### config.mk
export PLATFORM = sky130hd
export DESIGN_NAME = video_tap_mux
export DESIGN_NICKNAME = d
export VERILOG_FILES = /design/src/rtl/video_tap_mux.sv
export SDC_FILE = /design/constraint.sdc
export NUM_CORES = 1
export LEC_CHECK = 0
export ABC_AREA = 1
export BUFFER_PORTS_ARGS = -buffer_cell sky130_fd_sc_hd__buf_2
export CORE_AREA = 2 2 174 176
export DETAILED_ROUTE_END_ITERATION = 7
export DIE_AREA = 0 0 176 178
export MAX_ROUTING_LAYER = met4
export PLACE_DENSITY = 0.5
export SYNTH_ARGS = -nofsm -noshare
export SYNTH_HDL_FRONTEND = slang
export SYNTH_SLANG_ARGS = --single-unit
### constraint.sdc
create_clock -name pixelclk -period 3.31 [get_ports pixelclk]
set_input_delay 0.662 -clock pixelclk [delete_from_list [all_inputs] [get_ports pixelclk]]
set_output_delay 0.662 -clock pixelclk [all_outputs]
set_load 0.01 [all_outputs]
### src/rtl/video_tap_mux.sv
// video_tap_mux: frame-synchronous N-way video tap selector.
// Forwards one tap through a registered output stage, regenerating blank/vde
// from the selected coordinates. Tap changes wait for the active stream's last
// frame pixel, then hold the output black until the new tap's frame origin.
// Optional feature macro: VIDEO_TAP_MUX_BORDER_EN (draws a BORDER_COLOR frame
// around the active area as a visual tap-switch marker).
module video_tap_mux #(
    parameter int DATA_WIDTH = 8,
    parameter int NUM_TAPS   = 4,
    parameter int H_ACTIVE   = -1,
    parameter int V_ACTIVE   = -1,
    parameter int H_FRAME    = -1,
    parameter int V_FRAME    = -1,
    parameter logic [DATA_WIDTH*3-1:0] BORDER_COLOR = 24'hFF0000,
    localparam int unsigned VW = $clog2(V_FRAME),
    localparam int unsigned HW = $clog2(H_FRAME),
    localparam int unsigned SW = $clog2(NUM_TAPS)
) (
    input  logic                           pixelclk,
    input  logic                           rst,
    input  logic [SW-1:0]                  sel,
    input  logic [NUM_TAPS*DATA_WIDTH*3-1:0] in_data,
    input  logic [NUM_TAPS*VW-1:0]         in_vcnt,
    input  logic [NUM_TAPS*HW-1:0]         in_hcnt,
    output logic [DATA_WIDTH*3-1:0]        out_data,
    output logic [VW-1:0]                  out_vcnt,
    output logic [HW-1:0]                  out_hcnt,
    output logic                           out_hblank,
    output logic                           out_vblank,
    output logic                           out_vde,
    output logic                           out_field,
    output logic [SW-1:0]                  out_active_tap,
    output logic                           out_switching
);

    localparam int unsigned PW        = DATA_WIDTH * 3;
    localparam int unsigned FRAME_PIX = H_FRAME * V_FRAME;
    localparam int unsigned CW        = $clog2(FRAME_PIX + 1);

    typedef enum logic [1:0] {
        ST_RUN      = 2'd0,
        ST_WAIT_EOF = 2'd1,
        ST_SYNC     = 2'd2
    } state_t;

    state_t          state;
    logic [SW-1:0]   cur_tap;
    logic [SW-1:0]   pend;
    logic [CW-1:0]   sync_cnt;

    logic [PW-1:0]   tap_data [NUM_TAPS];
    logic [VW-1:0]   tap_vcnt [NUM_TAPS];
    logic [HW-1:0]   tap_hcnt [NUM_TAPS];

    logic [PW-1:0]   sel_data;
    logic [VW-1:0]   sel_vcnt;
    logic [HW-1:0]   sel_hcnt;
    logic [PW-1:0]   pix_data;
    logic            hblank_c;
    logic            vblank_c;
    logic            vde_c;
    logic            at_eof;
    logic            at_sof;
    logic            sel_ok;
    logic            sync_timeout;

    // Unpack the flat tap buses into per-tap arrays
    for (genvar k = 0; k < NUM_TAPS; k++) begin : g_tap
        assign tap_data[k] = in_data[k*PW +: PW];
        assign tap_vcnt[k] = in_vcnt[k*VW +: VW];
        assign tap_hcnt[k] = in_hcnt[k*HW +: HW];
    end

    // Route the current tap and derive timing flags ahead of the output register
    always_comb begin
        sel_data     = tap_data[cur_tap];
        sel_vcnt     = tap_vcnt[cur_tap];
        sel_hcnt     = tap_hcnt[cur_tap];
        hblank_c     = (sel_hcnt >= HW'(H_ACTIVE));
        vblank_c     = (sel_vcnt >= VW'(V_ACTIVE));
        vde_c        = !hblank_c && !vblank_c;
        at_eof       = (sel_vcnt == VW'(V_FRAME - 1)) && (sel_hcnt == HW'(H_FRAME - 1));
        at_sof       = (sel_vcnt == '0) && (sel_hcnt == '0);
        sel_ok       = (32'(sel) < 32'(NUM_TAPS));
        sync_timeout = (sync_cnt == CW'(FRAME_PIX));
    end

`ifdef VIDEO_TAP_MUX_BORDER_EN
    // Paint the outermost active rows/columns with the border colour
    always_comb begin
        pix_data = sel_data;
        if (vde_c && ((sel_hcnt == '0) || (sel_hcnt == HW'(H_ACTIVE - 1)) ||
                      (sel_vcnt == '0) || (sel_vcnt == VW'(V_ACTIVE - 1)))) begin
            pix_data = BORDER_COLOR;
        end
    end
`else
    localparam logic [PW-1:0] unused_border_color = BORDER_COLOR;
    assign pix_data = sel_data;
`endif

    // Switch-control state machine and registered output stage
    always_ff @(posedge pixelclk or posedge rst) begin
        if (rst) begin
            state          <= ST_SYNC;
            cur_tap        <= '0;
            pend           <= '0;
            sync_cnt       <= '0;
            out_data       <= '0;
            out_vcnt       <= '0;
            out_hcnt       <= '0;
            out_hblank     <= 1'b1;
            out_vblank     <= 1'b1;
            out_vde        <= 1'b0;
            out_field      <= 1'b0;
            out_active_tap <= '0;
            out_switching  <= 1'b1;
        end else begin
            out_data       <= pix_data;
            out_vcnt       <= sel_vcnt;
            out_hcnt       <= sel_hcnt;
            out_hblank     <= hblank_c;
            out_vblank     <= vblank_c;
            out_vde        <= vde_c;
            out_field      <= 1'b0;
            out_active_tap <= cur_tap;
            out_switching  <= 1'b0;
            case (state)
                ST_RUN: begin
                    if (sel_ok && (sel != cur_tap)) begin
                        pend          <= sel;
                        state         <= ST_WAIT_EOF;
                        out_switching <= 1'b1;
                    end
                end
                ST_WAIT_EOF: begin
                    out_switching <= 1'b1;
                    // End of frame wins over a same-cycle sel change
                    if (at_eof) begin
                        cur_tap  <= pend;
                        sync_cnt <= '0;
                        state    <= ST_SYNC;
                    end else if (sel_ok) begin
                        if (sel == cur_tap) begin
                            state         <= ST_RUN;
                            out_switching <= 1'b0;
                        end else begin
                            pend <= sel;
                        end
                    end
                end
                ST_SYNC: begin
                    // Origin pixel (or timeout) is emitted normally
                    if (at_sof || sync_timeout) begin
                        state <= ST_RUN;
                    end else begin
                        sync_cnt      <= sync_cnt + CW'(1);
                        out_data      <= '0;
                        out_hblank    <= 1'b1;
                        out_vblank    <= 1'b1;
                        out_vde       <= 1'b0;
                        out_switching <= 1'b1;
                    end
                end
                default: begin
                    state         <= ST_SYNC;
                    sync_cnt      <= '0;
                    out_switching <= 1'b1;
                end
            endcase
        end
    end

endmodule

Word-level counts from Yosys, hierarchy flattened
Index checks and enable logic that the tools add are counted.
{"block": "classes", "addsub": 1, "order_cmp": 3, "eq_ne": 13, "muxes": 34, "bitwise": 2, "reduce_logical": 14}
{"operator": "binary-select mux 32 bit (select 2 bit)", "n": 2}
{"operator": "two-way mux 32 bit", "n": 4}
{"operator": "two-way mux 24 bit", "n": 4}
{"operator": "equality test 32 bit (second input constant)", "n": 2}
{"operator": ">= comparator 32 bit (second input constant)", "n": 2}
{"operator": "zero test 32 bit", "n": 2}
{"operator": "binary-select mux 24 bit (select 2 bit)", "n": 1}
{"operator": "two-way mux 2 bit", "n": 7}
{"operator": "two-way mux 1 bit", "n": 12}
{"operator": "inequality test 2 bit (second input constant)", "n": 6}
{"operator": "case mux 1 bit (3 select lines)", "n": 2}
{"operator": "case mux 2 bit (3 select lines)", "n": 1}
{"operator": "AND reduction 3 bit", "n": 2}
{"operator": "case mux 2 bit (2 select lines)", "n": 1}
{"operator": "AND reduction 4 bit", "n": 1}
{"operator": ">= comparator 3 bit (second input constant)", "n": 1}
{"operator": "logical AND 1 bit", "n": 3}
{"operator": "inequality test 3 bit (second input constant)", "n": 1}
{"operator": "NOT 2 -> 3 bit", "n": 1}
{"operator": "equality test 2 x 1 -> 1 bit (second input constant)", "n": 1}
{"operator": "equality test 2 bit", "n": 1}
{"operator": "equality test 2 bit (second input constant)", "n": 1}
{"operator": "zero test 1 bit", "n": 2}
{"operator": "zero test 2 bit", "n": 1}
{"operator": "other kinds (6)", "n": 6}
{"block": "word_totals", "reg_bits": 101, "inputBits": 356, "output_inout_bits": 95, "elab_cells": 79}

Longest topological paths before layout
Gate-level depths: netlist of run 1.
{"block": "depth", "word_depth": 9, "ltp_mapped": 17, "depth_no_buf": 14}

Worst setup path after synthesis of run 1
OpenSTA, ideal clock, no wires.
{"block": "synth_path", "path_kind": "register to register", "start": "register cur_tap[0]", "end": "register out_data[10]", "arrival_time_ns": 1.774, "slack_ns": 1.410, "stages_incl_launch_ff": 17, "cell_sequence": "dfrtp_1 -> buf_4 -> inv_2 -> buf_6 -> buf_2 -> nand2_1 -> nand3_1 -> nand2_1 -> nand2_1 -> nor2_1 -> nand2_1 -> nor2_1 -> nand2_1 -> nor2_1 -> nor2_2 -> buf_6 -> a21oi_2"}
{"block": "synth_between", "elab_chain_cells": 9, "word_cells_on_any_way": 16, "classes_between": "mux (11); bitwise (1); reduce/logical (4)"}
{"item": "start: declaration", "line_no": "47", "source": "logic [SW-1:0] cur_tap;"}
{"item": "start signal: assignment", "line_no": "140", "source": "cur_tap <= pend;"}
{"item": "NOT 2 -> 3 bit (implied by the code) (*)", "line_no": "76, 77, 78"}
{"item": "binary-select mux 32 bit (select 2 bit) (on tied branches)", "line_no": "77, 78"}
{"item": "two-way mux 32 bit (on tied branches) (2 in series)", "line_no": "77, 78"}
{"item": "zero test 32 bit", "line_no": "83", "source": "at_sof = (sel_vcnt == '0) && (sel_hcnt == '0);"}
{"item": "logical AND 1 bit", "line_no": "83"}
{"item": "logical OR 1 bit", "line_no": "154", "source": "if (at_sof || sync_timeout) begin"}
{"item": "two-way mux 24 bit", "line_no": "154"}
{"item": "two-way mux 24 bit (*)", "line_no": "128", "source": "case (state)"}
{"item": "end signal: assignment", "line_no": "119", "source": "out_data <= pix_data;"}
{"item": "end: declaration", "line_no": "25", "source": "output logic [DATA_WIDTH*3-1:0] out_data,"}
Mark *: on every way between the ends. The rest lies on a longest branch, timed or not. The select of a mux whose other input is x is not followed.
A chain may end at the register's enable or synchronous reset.

Worst setup path in the final report of run 1
{"block": "layout_path", "start": "register cur_tap[0]", "end": "register out_data[0]"}
Same word-level chain as after synthesis.

==> results of run 1 <==
[final timing paths]
path                                             start                endpoint  slack, ns  cells after the start
worst max-delay path            cur_tap[0]$_DFFE_PP0P_   out_data[0]$_DFF_PP0_       0.57                     13
worst min-delay path                               rst  out_data[12]$_DFF_PP0_       0.28                      2
worst max register to register  cur_tap[0]$_DFFE_PP0P_   out_data[0]$_DFF_PP0_       0.57                     13
worst min register to register     pend[0]$_DFFE_PP0P_  cur_tap[0]$_DFFE_PP0P_       0.51                      2
max in group asynchronous                          rst  out_hcnt[15]$_DFF_PP0_       2.36                      3
min in group pixelclk              pend[0]$_DFFE_PP0P_  cur_tap[0]$_DFFE_PP0P_       0.51                      2
[registers in the layout (all words and copies together), names as in the netlist, 2 cells and up]
| name | count |
|---|---|
| state | 2 |
| out_hcnt | 32 |
| pend | 2 |
| out_vcnt | 32 |
| cur_tap | 2 |
| out_data | 24 |
| out_active_tap | 2 |
[power by group through the flow]
| stage | sequential, mW | clock (mW) | combinational, mW |
|---|---|---|---|
| floorplan | 1.38 | 0 | 0.192 |
| global placement | 1.35 | 0 | 0.593 |
| detailed placement | 1.35 | 0 | 0.591 |
| CTS | 1.32 | 1.09 | 0.594 |
| global route | 1.33 | 1.14 | 0.651 |
| finish | 1.32 | 1.06 | 0.586 |
[worst max-delay path, delay by kind of cell, from the launching register on]
kind                   cells  cell delay, ns
and+or+nand+nor           10            1.01
DFF                        1            0.44
buffers and inverters      2            0.84
AOI/OAI and AO/OA          1            0.08
[kinds of logic after synthesis]
family,after synthesis,synth area share
buffers and inverters,136,0.09044
flip-flops,101,0.3886
AO/OA/AOI/OAI,73,0.06816
other,1,0.0005755
XOR/XNOR,2,0.002689
AND/OR/NAND/NOR,731,0.4495
[metrics by stage]
stage	power (mW)	util	instances
2_1_floorplan	1.568	-	1044
3_3_place_gp	1.940	0.3101	1835
3_5_place_dp	1.939	0.3101	1835
4_1_cts	3.010	0.3197	1851
5_1_grt	3.117	0.3198	1853
6_report	2.967	0.3198	1853
[metal layers]
layer	wire length, µm	part of all wire
met1	13420	0.43
met2	14930	0.48
met3	1724	0.056
met4	794	0.026
met5	0	0
[layout make-up]
cell class	count	area share
Tap cell	390	0.05189
Clock inverter	7	0.005987
Inverter	75	0.03060
Antenna cell	2	0.0005322
Timing Repair Buffer	462	0.2560
Clock buffer	9	0.02395
Sequential cell	101	0.2701
Multi-Input combinational cell	807	0.3610
[placed cells by master, fill, tap and decap left out, drive strengths merged]
master and count:
nand4 2, conb 1, o21ai 49, xnor2 2
inv 77, nand2 410, buf 462, clkinv 5
nor2 177, dfstp 4, a21oi 24, dfrtp 97
clkbuf 9, nand3 142, diode 2
==> flow_metrics.py, run 1 <==
metrics = {
    "run_status": {
        "outcome": "finished, final reports clean",
    },
    "clocking": {
        "h-tree-depth": 3,
        "cts_sinks": 101,
        "cts_tree": "done",
        "cts_buffer_depth": 2,
        "cts_resized": 0,
        "cts_buffers": 9,
        "cts.clk_slew.worst_paths_ns": 0.08,
        "cts_root_buf": "clkbuf_16",
        "insertion_delay_ns": 0.36,
        "ctsHoldBuffers": 0,
        "postCtsSetupRepairBufs": 0,
    },
    "grt": {
        "met1_usage": 0.2432,
        "grt.overflow.total": 0,
        "grt_max_degree": 180,
        "grt_usage": 0.1937,
        "antenna_found_initial": 3,
        "grt_pass1_vias": 7674,
        "gr-usage-met3": 0.03005,
        "grt_first_pass_wirelength_um": 44440,
        "use_met2": 0.3207,
        "busiest_layer": "met2",
    },
    "timing": {
        "period_minus_slack_ns": 2.737,
        "slew_violations": 0,
        "hold-worst-slack_ns": 0.2792,
        "setup-violations-final": 0,
        "worstMarginPinSlew_ns": 0.8612,
        "fin_ws_ns": 0.5725,
        "tns_ns": 0,
        "relSlewSlack": 0.4259,
        "finalCritPeriodShare": 0.8270,
        "max_freq_mhz": 365.3,
        "fin_skew_ns": 0.009381,
        "finalHoldViolCount": 0,
        "rsz0062_at_grt": "false",
    },
    "synthesis": {
        "synthCells": 1044,
        "ys_types": 20,
        "yosysWarnings": 0,
        "synth_common_cells": "nand2_1 (410), nor2_1 (176), nand3_1 (142)",
        "syn-num-nets": 1400,
        "synth.most_common_cell": "nand2_1",
        "syn_area_mm2": 0.006516,
        "synth_edf_count": 0,
        "synth_top_flop_cell": "dfrtp_1",
        "yosys-top-cells-area": "dfrtp_1 (37%), nand2_1 (24%), nand3_1 (11%)",
        "async_flop_share": 1.000,
        "yosysSeqAreaShare": 0.3886,
        "synth-seq-cells": 101,
        "yosysTopAreaCellShare": 0.3725,
        "syn_avg_cell_area_um2": 6.242,
        "synth_top_area_cell": "dfrtp_1",
    },
    "critical_path": {
        "cpMostUsedCell": "nand2_1",
        "crit_slowest_cell": "buf_12",
        "path_cells": "buf_12 -> nand2_1 -> nand3_1 -> nand2_1 -> nand2_1 -> nor2_1 -> nand2_1 -> nor2_1 -> nand2_1 -> nor2_1 -> nor2_2 -> buf_4 -> a21oi_1",
        "crit_path_end_kind": "flip-flop",
        "critPathRequiredTime_ns": 3.54,
        "crit_arrival_ns": 2.97,
        "critPathKind": "reg -> reg",
        "cp_max_fo": 179,
        "startpoint_type": "flip-flop",
        "cp_slowest_stage_delay_ns": 0.47,
    },
    "layout": {
        "multi_input_area_mm2": 0.003395,
        "nets": 1812,
        "ff_latch_area_mm2": 0.002540,
        "finalInstanceArea_mm2": 0.009404,
        "drive_above_1_share": 0.3484,
        "area_growth_pct": 44.32,
        "fill_cells": 3288,
    },
    "pwr": {
        "swShare": 0.2966,
        "p_int_mw": 2.087,
        "clock_power_share": 0.356,
        "pwr-share-comb": 0.197,
        "p_switching_mw": 0.8800,
        "pwr_density_cell_mw_per_mm2": 315.5,
        "p_leak_nw": 5.176,
        "seq_power_share": 0.447,
        "peakVddDrop_v": 0.0001984,
    },
    "worst_hold_path": {
        "hp-class": "in -> async",
    },
    "placement": {
        "dp_slack_ns": 0.5735,
        "placed_area_mm2": 0.009117,
        "place_hpwl_um": 24490,
        "place_congestion": 0.8666,
        "port_buffers": 449,
    },
    "routing": {
        "final_antenna_net_count": 0,
        "post_drt_wl_per_cell_um": 16.66,
        "drtPass1Iterations": 7,
        "drt_iter0_markers": 399,
        "viasPerCell": 4.349,
        "post-route-drc-count": 0,
        "wl_um": 30870,
        "vias": 8058,
    },
    "floorplan": {
        "die_w_um": 176,
        "die_area_mm2": 0.03133,
        "ios": 451,
        "core_area_mm2": 0.02940,
        "fp.dieH_um": 178,
        "start_util": 0.2216,
        "row_count": 63,
    },
    "flow_run": {
        "max_cap_viol_count": 0,
    },
}
Power figures use the tool's default switching activity.
==> run 2, diff against run 1 <==
--- a/config.mk
+++ b/config.mk
@@ -7,11 +7,11 @@
 export LEC_CHECK = 0
 export ABC_AREA = 1
 export BUFFER_PORTS_ARGS = -buffer_cell sky130_fd_sc_hd__buf_2
-export CORE_AREA = 2 2 174 176
+export CORE_AREA = 2 2 175 177
 export DETAILED_ROUTE_END_ITERATION = 7
-export DIE_AREA = 0 0 176 178
+export DIE_AREA = 0 0 177 179
 export MAX_ROUTING_LAYER = met4
-export PLACE_DENSITY = 0.5
+export PLACE_DENSITY = 0.48
 export SYNTH_ARGS = -nofsm -noshare
 export SYNTH_HDL_FRONTEND = slang
 export SYNTH_SLANG_ARGS = --single-unit
==> constraint.sdc (replaced) <==
create_clock -name pixelclk -period 2.8 [get_ports pixelclk]
set_input_delay 0.56 -clock pixelclk [delete_from_list [all_inputs] [get_ports pixelclk]]
set_output_delay 0.56 -clock pixelclk [all_outputs]
set_load 0.01 [all_outputs]
==> run 2 against run 1 <==
Non-clock buffer count grew 10. Highest routed layer unchanged. Clock skew shrank 0.0042 ns. Die area grew 1.1%. Sequential power grew 18%.
==> flow_metrics.py, run 2 (same netlist as run 1, synthesis figures left out) <==
metrics = {
    "floorplan": {
        "die_area_mm2": 0.03168,
        "die_w_um": 177,
        "core_area_mm2": 0.03003,
        "fp.dieH_um": 179,
        "start_util": 0.2170,
        "ios": 451,
        "row_count": 64,
    },
    "grt": {
        "grt.overflow.total": 0,
        "grt_pass1_vias": 7558,
        "grt_first_pass_wirelength_um": 44430,
        "grt_max_degree": 54,
        "grt_usage": 0.1916,
        "antenna_found_initial": 0,
    },
    "placement": {
        "place_hpwl_um": 25180,
        "placed_area_mm2": 0.009251,
        "dp_slack_ns": 0.1717,
        "place_congestion": 0.8344,
        "placed_cells": 1851,
        "port_buffers": 449,
    },
    "routing": {
        "vias": 8053,
        "drtPass1Iterations": 4,
        "viasPerCell": 4.313,
        "wl_um": 30930,
        "post-route-drc-count": 0,
        "wl_met3_um": 1530,
        "wl_met1_um": 13320,
        "drt_iter0_markers": 388,
        "post_drt_wl_per_cell_um": 16.56,
        "routed.top_layer": "met4",
        "final_antenna_net_count": 0,
        "dr_wl_met2_um": 15540,
    },
    "pwr": {
        "pwr_density_cell_mw_per_mm2": 368.3,
        "peakVddDrop_v": 0.0002386,
        "p_leak_nw": 5.235,
        "power_mw": 3.513,
    },
    "worst_hold_path": {
        "hp-class": "in -> async",
    },
    "clocking": {
        "ctsHoldBuffers": 0,
        "h-tree-depth": 3,
        "cts_root_buf": "clkbuf_16",
        "cts_buffer_depth": 2,
        "insertion_delay_ns": 0.35,
        "postCtsSetupRepairBufs": 0,
        "cts.clk_slew.worst_paths_ns": 0.08,
        "cts_sinks": 101,
        "cts_buffers": 9,
        "cts_tree": "done",
    },
    "critical_path": {
        "cp_max_fo": 31,
        "r2r-start": "cur_tap[0]$_DFFE_PP0P_",
        "r2r_slack_ns": 0.29,
        "critPathKind": "reg -> reg",
        "r2r_end": "out_data[2]$_DFF_PP0_",
        "crit_arrival_ns": 2.74,
        "crit_path_end_kind": "flip-flop",
        "startpoint_type": "flip-flop",
        "reg2regPathDepth": 15,
        "critPathRequiredTime_ns": 3.03,
    },
    "timing": {
        "fin_skew_ns": 0.005141,
        "max_freq_mhz": 397.7,
        "hold-worst-slack_ns": 0.3168,
        "rsz0062_at_grt": "false",
        "period_minus_slack_ns": 2.514,
        "worstMarginPinSlew_ns": 0.7083,
        "fin_ws_ns": 0.2856,
        "setup-violations-final": 0,
        "tns_ns": 0,
        "slew_violations": 0,
        "relSlewSlack": 0.5268,
        "finalHoldViolCount": 0,
        "finalCritPeriodShare": 0.8980,
    },
    "layout": {
        "area_growth_pct": 46.39,
        "layout_commonest_cell": "buf_2",
        "fill_cells": 3421,
        "post-route-util": 0.3177,
        "stdcell_count": 1867,
        "nets": 1822,
        "reg_top3": "out_hcnt: 32 flops, out_vcnt: 32 flops, out_data: 24 flops",
        "layout_common_cells": "buf_2 (449), nand2_1 (410), nor2_1 (176), nand3_1 (142), dfrtp_1 (95)",
        "antennaDiodeCount": 0,
        "finalInstanceArea_mm2": 0.009539,
        "drive_above_1_share": 0.3528,
    },
    "run_status": {
        "outcome": "finished, final reports clean",
    },
    "flow_run": {
        "max_cap_viol_count": 0,
    },
}
run 2: how the worst max path moves through the flow:
stage	endpoint	from	cells past startpoint
after floorplan	out_data[10]$_DFF_PP0_	cur_tap[0]$_DFFE_PP0P_	16
after global placement	out_data[23]$_DFF_PP0_	cur_tap[0]$_DFFE_PP0P_	15
after detailed placement	out_data[1]$_DFF_PP0_	cur_tap[0]$_DFFE_PP0P_	15
after CTS	out_data[2]$_DFF_PP0_	cur_tap[0]$_DFFE_PP0P_	15
after global routing	cur_tap[0]$_DFFE_PP0P_	cur_tap[0]$_DFFE_PP0P_	13
final	out_data[2]$_DFF_PP0_	cur_tap[0]$_DFFE_PP0P_	15
run 2: cell type report:
| type | count | area [µm²] | area share |
|---|---|---|---|
| inverters | 75 | 289.0 | 0.03030 |
| repair buffers | 472 | 2536 | 0.2659 |
| clock inverters | 7 | 58.81 | 0.006165 |
| multi-input cells | 807 | 3395 | 0.3559 |
| well taps | 396 | 495.5 | 0.05194 |
| flip-flops and latches | 101 | 2540 | 0.2663 |
| clock buffers | 9 | 225.2 | 0.02361 |
run 2: critical path, cell delays in order (launching register included):
cell     delay (ns)
dfrtp_4        0.52
inv_4          0.18
buf_12         0.22
buf_4          0.17
nand2_1        0.05
nand3_1        0.07
nand2_1        0.18
nand2_1        0.13
nor2_1         0.05
nand2_1        0.10
nor2_1         0.05
nand2_1        0.08
nor2_1         0.05
nor2_2         0.11
buf_6          0.30
a21oi_1        0.07
run 2: power by group:
| group | switching [mW] | internal [mW] |
|---|---|---|
| clock network | 0.638 | 0.619 |
| logic | 0.376 | 0.316 |
| registers | 0.0275 | 1.54 |
run 2: repair_timing:
| item | 4_1_cts | 5_1_grt |
|---|---|---|
| endpoints found under the hold margin | 0 | 0 |
| gates resized for setup | 0 | 1 |
| setup endpoints to repair | 0 | 1 |
run 2: routing by layer:
layer  vias to the layer above  track usage
met1                      3682       0.2404
met3                        28      0.02290
li1                       4070            -
met4                         0      0.04752
met2                       273       0.3278
met5                         -            -
==> run 3, diff against run 2 <==
--- a/config.mk
+++ b/config.mk
@@ -12,6 +12,7 @@
 export DIE_AREA = 0 0 177 179
 export MAX_ROUTING_LAYER = met4
 export PLACE_DENSITY = 0.48
+export SETUP_SLACK_MARGIN = 0.5
 export SYNTH_ARGS = -nofsm -noshare
 export SYNTH_HDL_FRONTEND = slang
 export SYNTH_SLANG_ARGS = --single-unit
==> run 3 against run 2 <==
Non-clock buffer count increased by 13. Die area is the same. Via count grew 2.1%. Critical path depth is 1 higher. Cell count rose by 0.70%. Register-to-register slack better by 0.17 ns. Fmax up 7.4%. Critical path type unchanged. Highest routed layer unchanged.
==> flow_metrics.py, run 3 (same netlist as run 1, synthesis figures left out) <==
metrics = {
    "critical_path": {
        "cp_max_fo": 7,
        "crit_slowest_cell": "dfrtp_4",
        "crit_path_end_kind": "flip-flop",
        "startpoint_type": "flip-flop",
        "critPathRequiredTime_ns": 3.08,
        "cpMostUsedCell": "nand2_2",
        "critPathKind": "reg -> reg",
        "path_cells": "inv_8 -> buf_12 -> buf_4 -> nand2_1 -> nand3_1 -> nand2_2 -> nand2_2 -> nor2_2 -> nand2_2 -> nor2_2 -> nand2_2 -> nor2_4 -> nor2_4 -> buf_12 -> clkbuf_16 -> a21oi_1",
        "crit_arrival_ns": 2.62,
        "cp_slowest_stage_delay_ns": 0.50,
    },
    "routing": {
        "drt_iter0_markers": 424,
        "vias": 8220,
        "post_drt_wl_per_cell_um": 17.20,
        "post-route-drc-count": 0,
        "wl_um": 32330,
        "final_antenna_net_count": 0,
        "viasPerCell": 4.372,
        "drtPass1Iterations": 5,
    },
    "placement": {
        "place_congestion": 0.8344,
        "placed_area_mm2": 0.009251,
        "place_hpwl_um": 25180,
        "port_buffers": 449,
    },
    "grt": {
        "grt_first_pass_wirelength_um": 45040,
        "busiest_layer": "met2",
        "grt.overflow.total": 0,
        "grt_max_degree": 54,
        "grt_pass1_vias": 7645,
        "met1_usage": 0.2437,
        "grt_usage": 0.1944,
        "gr-usage-met3": 0.02375,
        "antenna_found_initial": 0,
        "use_met2": 0.3322,
    },
    "timing": {
        "setup-violations-final": 0,
        "rsz0062_at_grt": "true",
        "fin_skew_ns": 0.006174,
        "finalHoldViolCount": 0,
        "max_freq_mhz": 427.0,
        "period_minus_slack_ns": 2.342,
        "finalCritPeriodShare": 0.8364,
        "relSlewSlack": 0.5209,
        "worstMarginPinSlew_ns": 0.7171,
        "tns_ns": 0,
        "slew_violations": 0,
    },
    "pwr": {
        "p_int_mw": 2.481,
        "clock_power_share": 0.357,
        "p_switching_mw": 1.060,
        "p_leak_nw": 5.387,
        "swShare": 0.2993,
        "pwr_density_cell_mw_per_mm2": 354.2,
        "peakVddDrop_v": 0.0002374,
        "pwr-share-comb": 0.201,
        "seq_power_share": 0.442,
    },
    "layout": {
        "reg_top3": "out_hcnt: 32 flops, out_vcnt: 32 flops, out_data: 24 flops",
        "layout_common_cells": "buf_2 (449), nand2_1 (374), nor2_1 (156), nand3_1 (141), dfrtp_1 (95)",
        "finalInstanceArea_mm2": 0.009996,
        "nets": 1835,
        "area_growth_pct": 53.40,
        "drive_above_1_share": 0.3976,
        "layout_commonest_cell": "buf_2",
        "antennaDiodeCount": 0,
    },
    "floorplan": {
        "fp.dieH_um": 179,
        "start_util": 0.2170,
        "die_w_um": 177,
        "die_area_mm2": 0.03168,
        "row_count": 64,
        "core_area_mm2": 0.03003,
        "ios": 451,
    },
    "clocking": {
        "h-tree-depth": 3,
        "insertion_delay_ns": 0.35,
        "cts_tree": "done",
        "cts.clk_slew.worst_paths_ns": 0.08,
        "cts_sinks": 101,
        "ctsHoldBuffers": 0,
        "cts_buffer_depth": 2,
        "cts_buffers": 9,
        "cts_root_buf": "clkbuf_16",
    },
    "run_status": {
        "outcome": "finished, final reports clean",
    },
    "flow_run": {
        "max_cap_viol_count": 0,
    },
    "worst_hold_path": {
        "hp-class": "in -> async",
    },
}
## run 3: worst max-delay path, delay by kind of cell (launching register included)
| family | cells | cell delay, ns |
|---|---|---|
| compound gates | 1 | 0.11 |
| buf+inv | 5 | 0.68 |
| flops | 1 | 0.50 |
| simple gates | 10 | 0.96 |
## run 3: worst paths after layout
kind / slack (ns) / end / from / depth (start not counted)
min reg2reg: 0.49 / cur_tap[1]$_DFFE_PP0P_ / pend[1]$_DFFE_PP0P_ / 2
max reg2reg: 0.46 / out_data[0]$_DFF_PP0_ / cur_tap[0]$_DFFE_PP0P_ / 16
max: 0.46 / out_data[0]$_DFF_PP0_ / cur_tap[0]$_DFFE_PP0P_ / 16
max in group asynchronous: 1.87 / out_hcnt[16]$_DFF_PP0_ / rst / 3
min in group pixelclk: 0.47 / pend[1]$_DFFE_PP0P_ / sel[1] / 3
min: 0.32 / out_hcnt[20]$_DFF_PP0_ / rst / 2
## run 3: layout make-up
class | instances | area [µm²]
Fill cell | 3400 | 20030
Multi-Input combinational cell | 807 | 3561
Timing Repair Buffer | 485 | 2818
Sequential cell | 101 | 2540
Tap cell | 396 | 495.5
Inverter | 75 | 297.8
Clock buffer | 9 | 225.2
Clock inverter | 7 | 58.81
## run 3: per-layer routing
metal  part of all wire  vias up
met5                  0        -
met4              0.021        0
met3              0.051       33
met2               0.50      279
met1               0.43     3809
li1                   -     4099
## run 3: timing repair
action,CTS,global route
gates cloned,2,5
pin swaps,2,10
endpoints found under the setup margin,34,35
gates resized for setup,27,51
buffers inserted,1,5
hold endpoints to repair,0,0
## run 3: power groups by stage
stage                     registers (mW)  clock network (mW)  logic, mW
after floorplan                     1.63                   0      0.227
after global placement              1.59                   0      0.706
after detailed placement            1.59                   0      0.702
after CTS                           1.56                1.32      0.709
after global routing                1.57                1.37      0.791
final                               1.56                1.26      0.712
## run 3: per-stage QoR
stage	hold WS (ns)	total power, mW	instances	utilization	worst slack [ns]
5_1_grt	0.3603	3.736	1880	0.3329	0.3546
3_3_place_gp	0.4895	2.298	1851	0.3081	0.1906
6_report	0.3192	3.540	1880	0.3329	0.4579
4_1_cts	0.3440	3.597	1870	0.3225	0.4512
3_5_place_dp	0.4729	2.294	1851	0.3081	0.1717
2_1_floorplan	0.3487	1.854	1044	-	0.9001
